## config.mk

```make
export PLATFORM = sky130hd
export DESIGN_NAME = rtc_hms_counter
export DESIGN_NICKNAME = d
export VERILOG_FILES = /design/src/rtl/rtc_pkg.sv /design/src/rtl/rtc_tick_gen.sv /design/src/rtl/rtc_hms_counter.sv
export SDC_FILE = /design/constraint.sdc
export NUM_CORES = 1
export LEC_CHECK = 0
export ABC_AREA = 1
export ABC_CLOCK_PERIOD_IN_PS = 1700
export CAP_MARGIN = 0
export CORE_MARGIN = 4
export CORE_UTILIZATION = 45
export DETAILED_ROUTE_END_ITERATION = 8
export PLACE_DENSITY = 0.73
export SYNTH_ARGS = -nofsm -noshare
export SYNTH_HDL_FRONTEND = slang
export SYNTH_SLANG_ARGS = --single-unit
```

## constraint.sdc

```tcl
create_clock -name clk -period 1.7 [get_ports clk]
set_input_delay 0.51 -clock clk [delete_from_list [all_inputs] [get_ports clk]]
set_output_delay 0.51 -clock clk [all_outputs]
set_load 0.05 [all_outputs]
```

## src/rtl/rtc_pkg.sv

```systemverilog
// rtc_pkg: shared limits, field widths and load validation
// for the real-time clock core.
package rtc_pkg;

    localparam int SEC_MAX  = 59;
    localparam int MIN_MAX  = 59;
    localparam int HR24_MAX = 23;
    localparam int HR12_MAX = 12;

    localparam int SEC_W = 6;
    localparam int MIN_W = 6;
    localparam int HR_W  = 5;

    // True when a load tuple is a legal time for the given mode.
    function automatic logic load_ok(
        input logic [HR_W-1:0]  hh,
        input logic [MIN_W-1:0] mm,
        input logic [SEC_W-1:0] ss,
        input logic             mode_24h
    );
        logic ok;
        ok = (ss <= SEC_W'(SEC_MAX)) && (mm <= MIN_W'(MIN_MAX));
        if (mode_24h) begin
            ok = ok && (hh <= HR_W'(HR24_MAX));
        end else begin
            ok = ok && (hh >= HR_W'(1))
                    && (hh <= HR_W'(HR12_MAX));
        end
        return ok;
    endfunction

endpackage

```

## src/rtl/rtc_tick_gen.sv

```systemverilog
// rtc_tick_gen: run-gated prescaler. tick marks the edge on
// which the count wraps from DIV-1 to 0 with start high.
module rtc_tick_gen #(
    parameter int DIV = 4
) (
    input  logic clk,
    input  logic rst,
    input  logic start,
    input  logic clr,
    output logic tick
);

    localparam int CW = (DIV > 2) ? $clog2(DIV) : 1;
    localparam logic [CW-1:0] LAST = CW'(DIV - 1);

    logic [CW-1:0] cnt;

    // Count while running, freeze while stopped, clear on load.
    always_ff @(posedge clk or posedge rst) begin
        if (rst) begin
            cnt <= '0;
        end else if (clr) begin
            cnt <= '0;
        end else if (start) begin
            cnt <= (cnt == LAST) ? '0 : cnt + 1'b1;
        end
    end

    assign tick = start && (cnt == LAST);

endmodule

```

## src/rtl/rtc_hms_counter.sv

```systemverilog
// rtc_hms_counter: hh:mm:ss time keeper with 12/24h mode,
// checked synchronous load and an hh:mm alarm.
module rtc_hms_counter
    import rtc_pkg::*;
#(
    parameter int CLK_FREQ_HZ = 50_000_000,
    parameter int TICK_HZ     = 1,
    parameter int MODE_24H    = 1
) (
    input  logic             clk,
    input  logic             rst,
    input  logic             start,
    input  logic             load,
    input  logic [HR_W-1:0]  load_hh,
    input  logic [MIN_W-1:0] load_mm,
    input  logic [SEC_W-1:0] load_ss,
    input  logic             load_pm,
    input  logic             alarm_en,
    input  logic [HR_W-1:0]  alarm_hh,
    input  logic [MIN_W-1:0] alarm_mm,
    input  logic             alarm_pm,
    output logic [SEC_W-1:0] seconds,
    output logic [MIN_W-1:0] minutes,
    output logic [HR_W-1:0]  hours,
    output logic             pm,
    output logic             sec_tick,
    output logic             min_tick,
    output logic             hour_tick,
    output logic             alarm,
    output logic             load_err
);

    localparam int  DIV   = CLK_FREQ_HZ / TICK_HZ;
    localparam bit  IS24  = (MODE_24H != 0);
    localparam logic [HR_W-1:0] HR_RST =
        IS24 ? '0 : HR_W'(HR12_MAX);

    logic             tick;
    logic             adv;
    logic             load_valid;
    logic             sec_wrap;
    logic             min_wrap;
    logic [SEC_W-1:0] sec_n;
    logic [MIN_W-1:0] min_n;
    logic [HR_W-1:0]  hr_n;
    logic             pm_n;
    logic             alarm_hit;

    assign load_valid = load_ok(load_hh, load_mm, load_ss, IS24);

    // A load in the same cycle swallows the advance.
    assign adv = tick && !load;

    rtc_tick_gen #(
        .DIV (DIV)
    ) u_tick (
        .clk   (clk),
        .rst   (rst),
        .start (start),
        .clr   (load && load_valid),
        .tick  (tick)
    );

    // Next time value for one advance, with mode-dependent hour roll.
    always_comb begin
        sec_wrap = (seconds == SEC_W'(SEC_MAX));
        min_wrap = (minutes == MIN_W'(MIN_MAX));
        sec_n    = sec_wrap ? '0 : seconds + 1'b1;
        min_n    = minutes;
        hr_n     = hours;
        pm_n     = pm;
        if (sec_wrap) begin
            min_n = min_wrap ? '0 : minutes + 1'b1;
        end
        if (sec_wrap && min_wrap) begin
            if (IS24) begin
                hr_n = (hours == HR_W'(HR24_MAX)) ? '0
                                                  : hours + 1'b1;
            end else if (hours == HR_W'(HR12_MAX)) begin
                hr_n = HR_W'(1);
            end else if (hours == HR_W'(HR12_MAX - 1)) begin
                hr_n = HR_W'(HR12_MAX);
                pm_n = ~pm;
            end else begin
                hr_n = hours + 1'b1;
            end
        end
    end

    // Alarm fires only on the advance that lands on :00.
    always_comb begin
        alarm_hit = alarm_en && sec_wrap
                 && (hr_n == alarm_hh)
                 && (min_n == alarm_mm)
                 && (IS24 || (pm_n == alarm_pm));
    end

    // Time registers: valid load first, then advance.
    always_ff @(posedge clk or posedge rst) begin
        if (rst) begin
            seconds <= '0;
            minutes <= '0;
            hours   <= HR_RST;
            pm      <= 1'b0;
        end else if (load) begin
            if (load_valid) begin
                seconds <= load_ss;
                minutes <= load_mm;
                hours   <= load_hh;
                pm      <= IS24 ? 1'b0 : load_pm;
            end
        end else if (adv) begin
            seconds <= sec_n;
            minutes <= min_n;
            hours   <= hr_n;
            pm      <= IS24 ? 1'b0 : pm_n;
        end
    end

    // One-cycle event pulses aligned with the new counts.
    always_ff @(posedge clk or posedge rst) begin
        if (rst) begin
            sec_tick  <= 1'b0;
            min_tick  <= 1'b0;
            hour_tick <= 1'b0;
            alarm     <= 1'b0;
            load_err  <= 1'b0;
        end else begin
            sec_tick  <= adv;
            min_tick  <= adv && sec_wrap;
            hour_tick <= adv && sec_wrap && min_wrap;
            alarm     <= adv && alarm_hit;
            load_err  <= load && !load_valid;
        end
    end

endmodule
```

==> impl_metrics.toml <==
[place]
gp_congestion = 0.955
place_inst = 662
io_buffers = 54
placed_area_um2 = 4600
dpl.hpwl_um = 7290

[yosys]
async_flop_share = 1.00
synthDistinctLibCells = 41
synth_flop_cell = "dfrtp_1"
synth_area_leaders = "dfrtp_1, nand2_1, inv_1, nor2_1, nand3_1"
synth_top_area_share = 0.369
synth_common_cells = "nand2_1, inv_1, nor2_1, dfrtp_1, nand3_1"
yosysMostFrequentCell = "nand2_1"
synth_warnings = 0
syn_area_um2 = 3260
postSynthCellCount = 458
synth-edff-count = 0
synth_nets = 497
yosysTopAreaCell = "dfrtp_1"
ys_ff_latch = 48
synth.avg_cell_area_um2 = 7.11
seq_area_frac_synth = 0.369

[timing]
rsz0062_at_grt = "true"
setup_tns_ns = -0.130
fin_crit_sh = 1.04
post-route-min-period_ns = 1.77
final_hold_viol_count = 0
hold_ws_ns = 0.525
clock_skew_ns = 0.0121
finalWorstSetupSlack_ns = -0.0693
setup_viol = 5
fmax_ghz = 0.565
drv_slew = 0

[power]
p_leak_nw = 2.52
p_per_area_nw_per_um2 = 801
vdd.ir_drop.worst_mv = 0.567

[setup_path]
critPathMostFrequentCell = "nand2_1"
path_cells = "ha_2 -> nand3_1 -> nor2_4 -> nand2_4 -> nand2_2 -> nand2_1 -> nand2_1 -> nand2_1 -> nor2_2 -> nand3_1 -> nor3_2"
critPathKind = "flop to flop"
cp_slowest_cell = "dfrtp_2"
reg2reg_slack_ns = -0.07
critPathLaunchType = "flop"
cp.required_ns = 1.94
cp_max_fo = 7
arrival_ns = 2.01
r2r_end = "alarm$_DFF_PP0_"
r2r_start = "minutes[0]$_DFFE_PP0P_"
slowest_delay_ns = 0.39
critPathCaptureType = "flop"
r2r_cells = 11

[final_layout]
num-nets-final = 632
final_cell_area_um2 = 5310
antenna_cells = 0
instances_no_fill = 690
drive_gt1_frac = 0.380
synthToLayoutAreaGrowth_pct = 62.9
fillCellCount = 498

[clocking]
clockBufferDepth = 2
tritoncts = "yes"
clk_pin_slew_worst_paths_ns = 0.10
cts-buffers-inserted = 5
cts_root_buf = "clkbuf_8"
htree_levels = 2
clock-sinks = 48
clk-insertion-delay-late_ns = 0.32

[hold_path]
hp-class = "flop to flop"
min_to = "u_tick.cnt[24]$_DFFE_PP0P_"
hold_path_startpoint = "u_tick.cnt[24]$_DFFE_PP0P_"
whs_path_depth = 2

[global_routing]
grtUsageTotal = 0.235
antenna_found_initial = 0
overflow = 0
grt_pass1_wl_um = 16600
grt_start_max_net_pins = 49
grt_pass1_vias = 3707

[drt]
ant_nets = 0
vias_per_cell = 5.36
drc = 0
via_count = 3698
routed_wire_length_per_instance_um = 15.6
dr.pass1.iters = 5
drt_iter0_drc = 192
routed_wl_um = 10800

[floorplanning]
die_h_um = 93.1
rows = 30
initial_core_util = 0.472
die_w_um = 93.1
die-area_um2 = 8670
ios = 58
coreArea_um2 = 6910

[flow_run]
maxCapViolations = 0

[outcome]
violations = "setup timing"
status = "finished with violations"
-- repair_timing --
action | 4_1_cts | 5_1_grt
hold buffers | 0 | 0
setup endpoints to repair | 39 | 44
resized for setup | 65 | 59
gates cloned | 1 | 1
pin swaps | 17 | 20
setup buffers | 12 | 7
-- worst max-delay path, delay by kind of cell, from the launching register on --
family                   cells  cell delay [ns]
flip-flops                   1             0.39
AND/OR/NAND/NOR             10             1.10
adder cells (fa/ha/maj)      1             0.21
-- per-stage QoR --
step | utilization | worst slack [ns] | total power [mW]
final | 0.768 | -0.0693 | 4.25
after global routing | 0.768 | -0.164 | 4.44
after CTS | 0.734 | -0.0412 | 4.14
after detailed placement | 0.667 | -0.500 | 3.00
after global placement | 0.667 | -0.432 | 2.97
after floorplan | - | -0.0901 | 2.20
-- cell families (layout without fill, tap and decap cells) --
logic type | Yosys count | after routing | share of synthesized area
XOR/XNOR | 10 | 10 | 0.0269
AND/OR/NAND/NOR | 264 | 264 | 0.376
multiplexers | 1 | 1 | 0.00346
other | 1 | 1 | 0.00115
flip-flops | 48 | 48 | 0.369
buffers and inverters | 65 | 201 | 0.0868
AO/OA/AOI/OAI | 65 | 65 | 0.122
adder cells (fa/ha/maj) | 4 | 4 | 0.0154
-- sequential cells by signal (all words and copies together), names as in the netlist --
signal      cells
sec_tick        1
seconds         6
hours           5
u_tick.cnt     26
hour_tick       1
minutes         6
min_tick        1
load_err        1
alarm           1
-- report_power, final --
group | switching [mW] | internal (mW) | total, mW
logic | 0.994 | 0.861 | 1.86
clock network | 0.447 | 0.593 | 1.04
registers | 0.105 | 1.25 | 1.36
-- worst max path at each step --
stage,start,endpoint
floorplan,seconds[1]$_DFFE_PP0P_,alarm$_DFF_PP0_
global placement,load_ss[5],u_tick.cnt[2]$_DFFE_PP0P_
detailed placement,load_ss[3],u_tick.cnt[12]$_DFFE_PP0P_
CTS,u_tick.cnt[0]$_DFFE_PP0P_,seconds[0]$_DFFE_PP0P_
global route,minutes[0]$_DFFE_PP0P_,alarm$_DFF_PP0_
finish,minutes[0]$_DFFE_PP0P_,alarm$_DFF_PP0_
-- cell type report --
type	count	area, um2	share of cell area
repair buffers	141	1500	0.283
well taps	96	120	0.0226
multi-input cells	345	2140	0.403
flip-flops and latches	48	1210	0.229
inverters	52	195	0.0368
clock buffers	5	68.8	0.0130
clock inverters	3	68.8	0.0130
-- placed cells by master, fill, tap and decap left out, types with 3 or more instances in the layout --
cell type,n
o211ai_1,11
nor2_1,36
nand2_2,23
o21ai_1,10
nand2_4,6
dfrtp_2,11
nor2_2,7
o21ai_2,9
clkbuf_8,5
dfrtp_1,37
nand3b_1,6
xor2_1,9
nor3_4,3
nand3_1,27
o21ai_0,5
nand3_2,5
ha_2,3
buf_12,25
clkdlybuf4s50_1,21
buf_4,73
inv_2,6
nand2_1,107
buf_6,8
a21oi_1,11
nor3_2,3
nor3_1,8
a21oi_2,5
inv_1,46
a31oi_1,3
nand4_1,13
dlygate4sd2_1,11
nor2_4,13
-- per-layer routing --
metal,GRT usage,wire [um]
met1,0.286,4220
met2,0.417,5640
met3,0.0483,681
met4,0.0684,215
met5,0,0
Power figures use the tool's default switching activity.
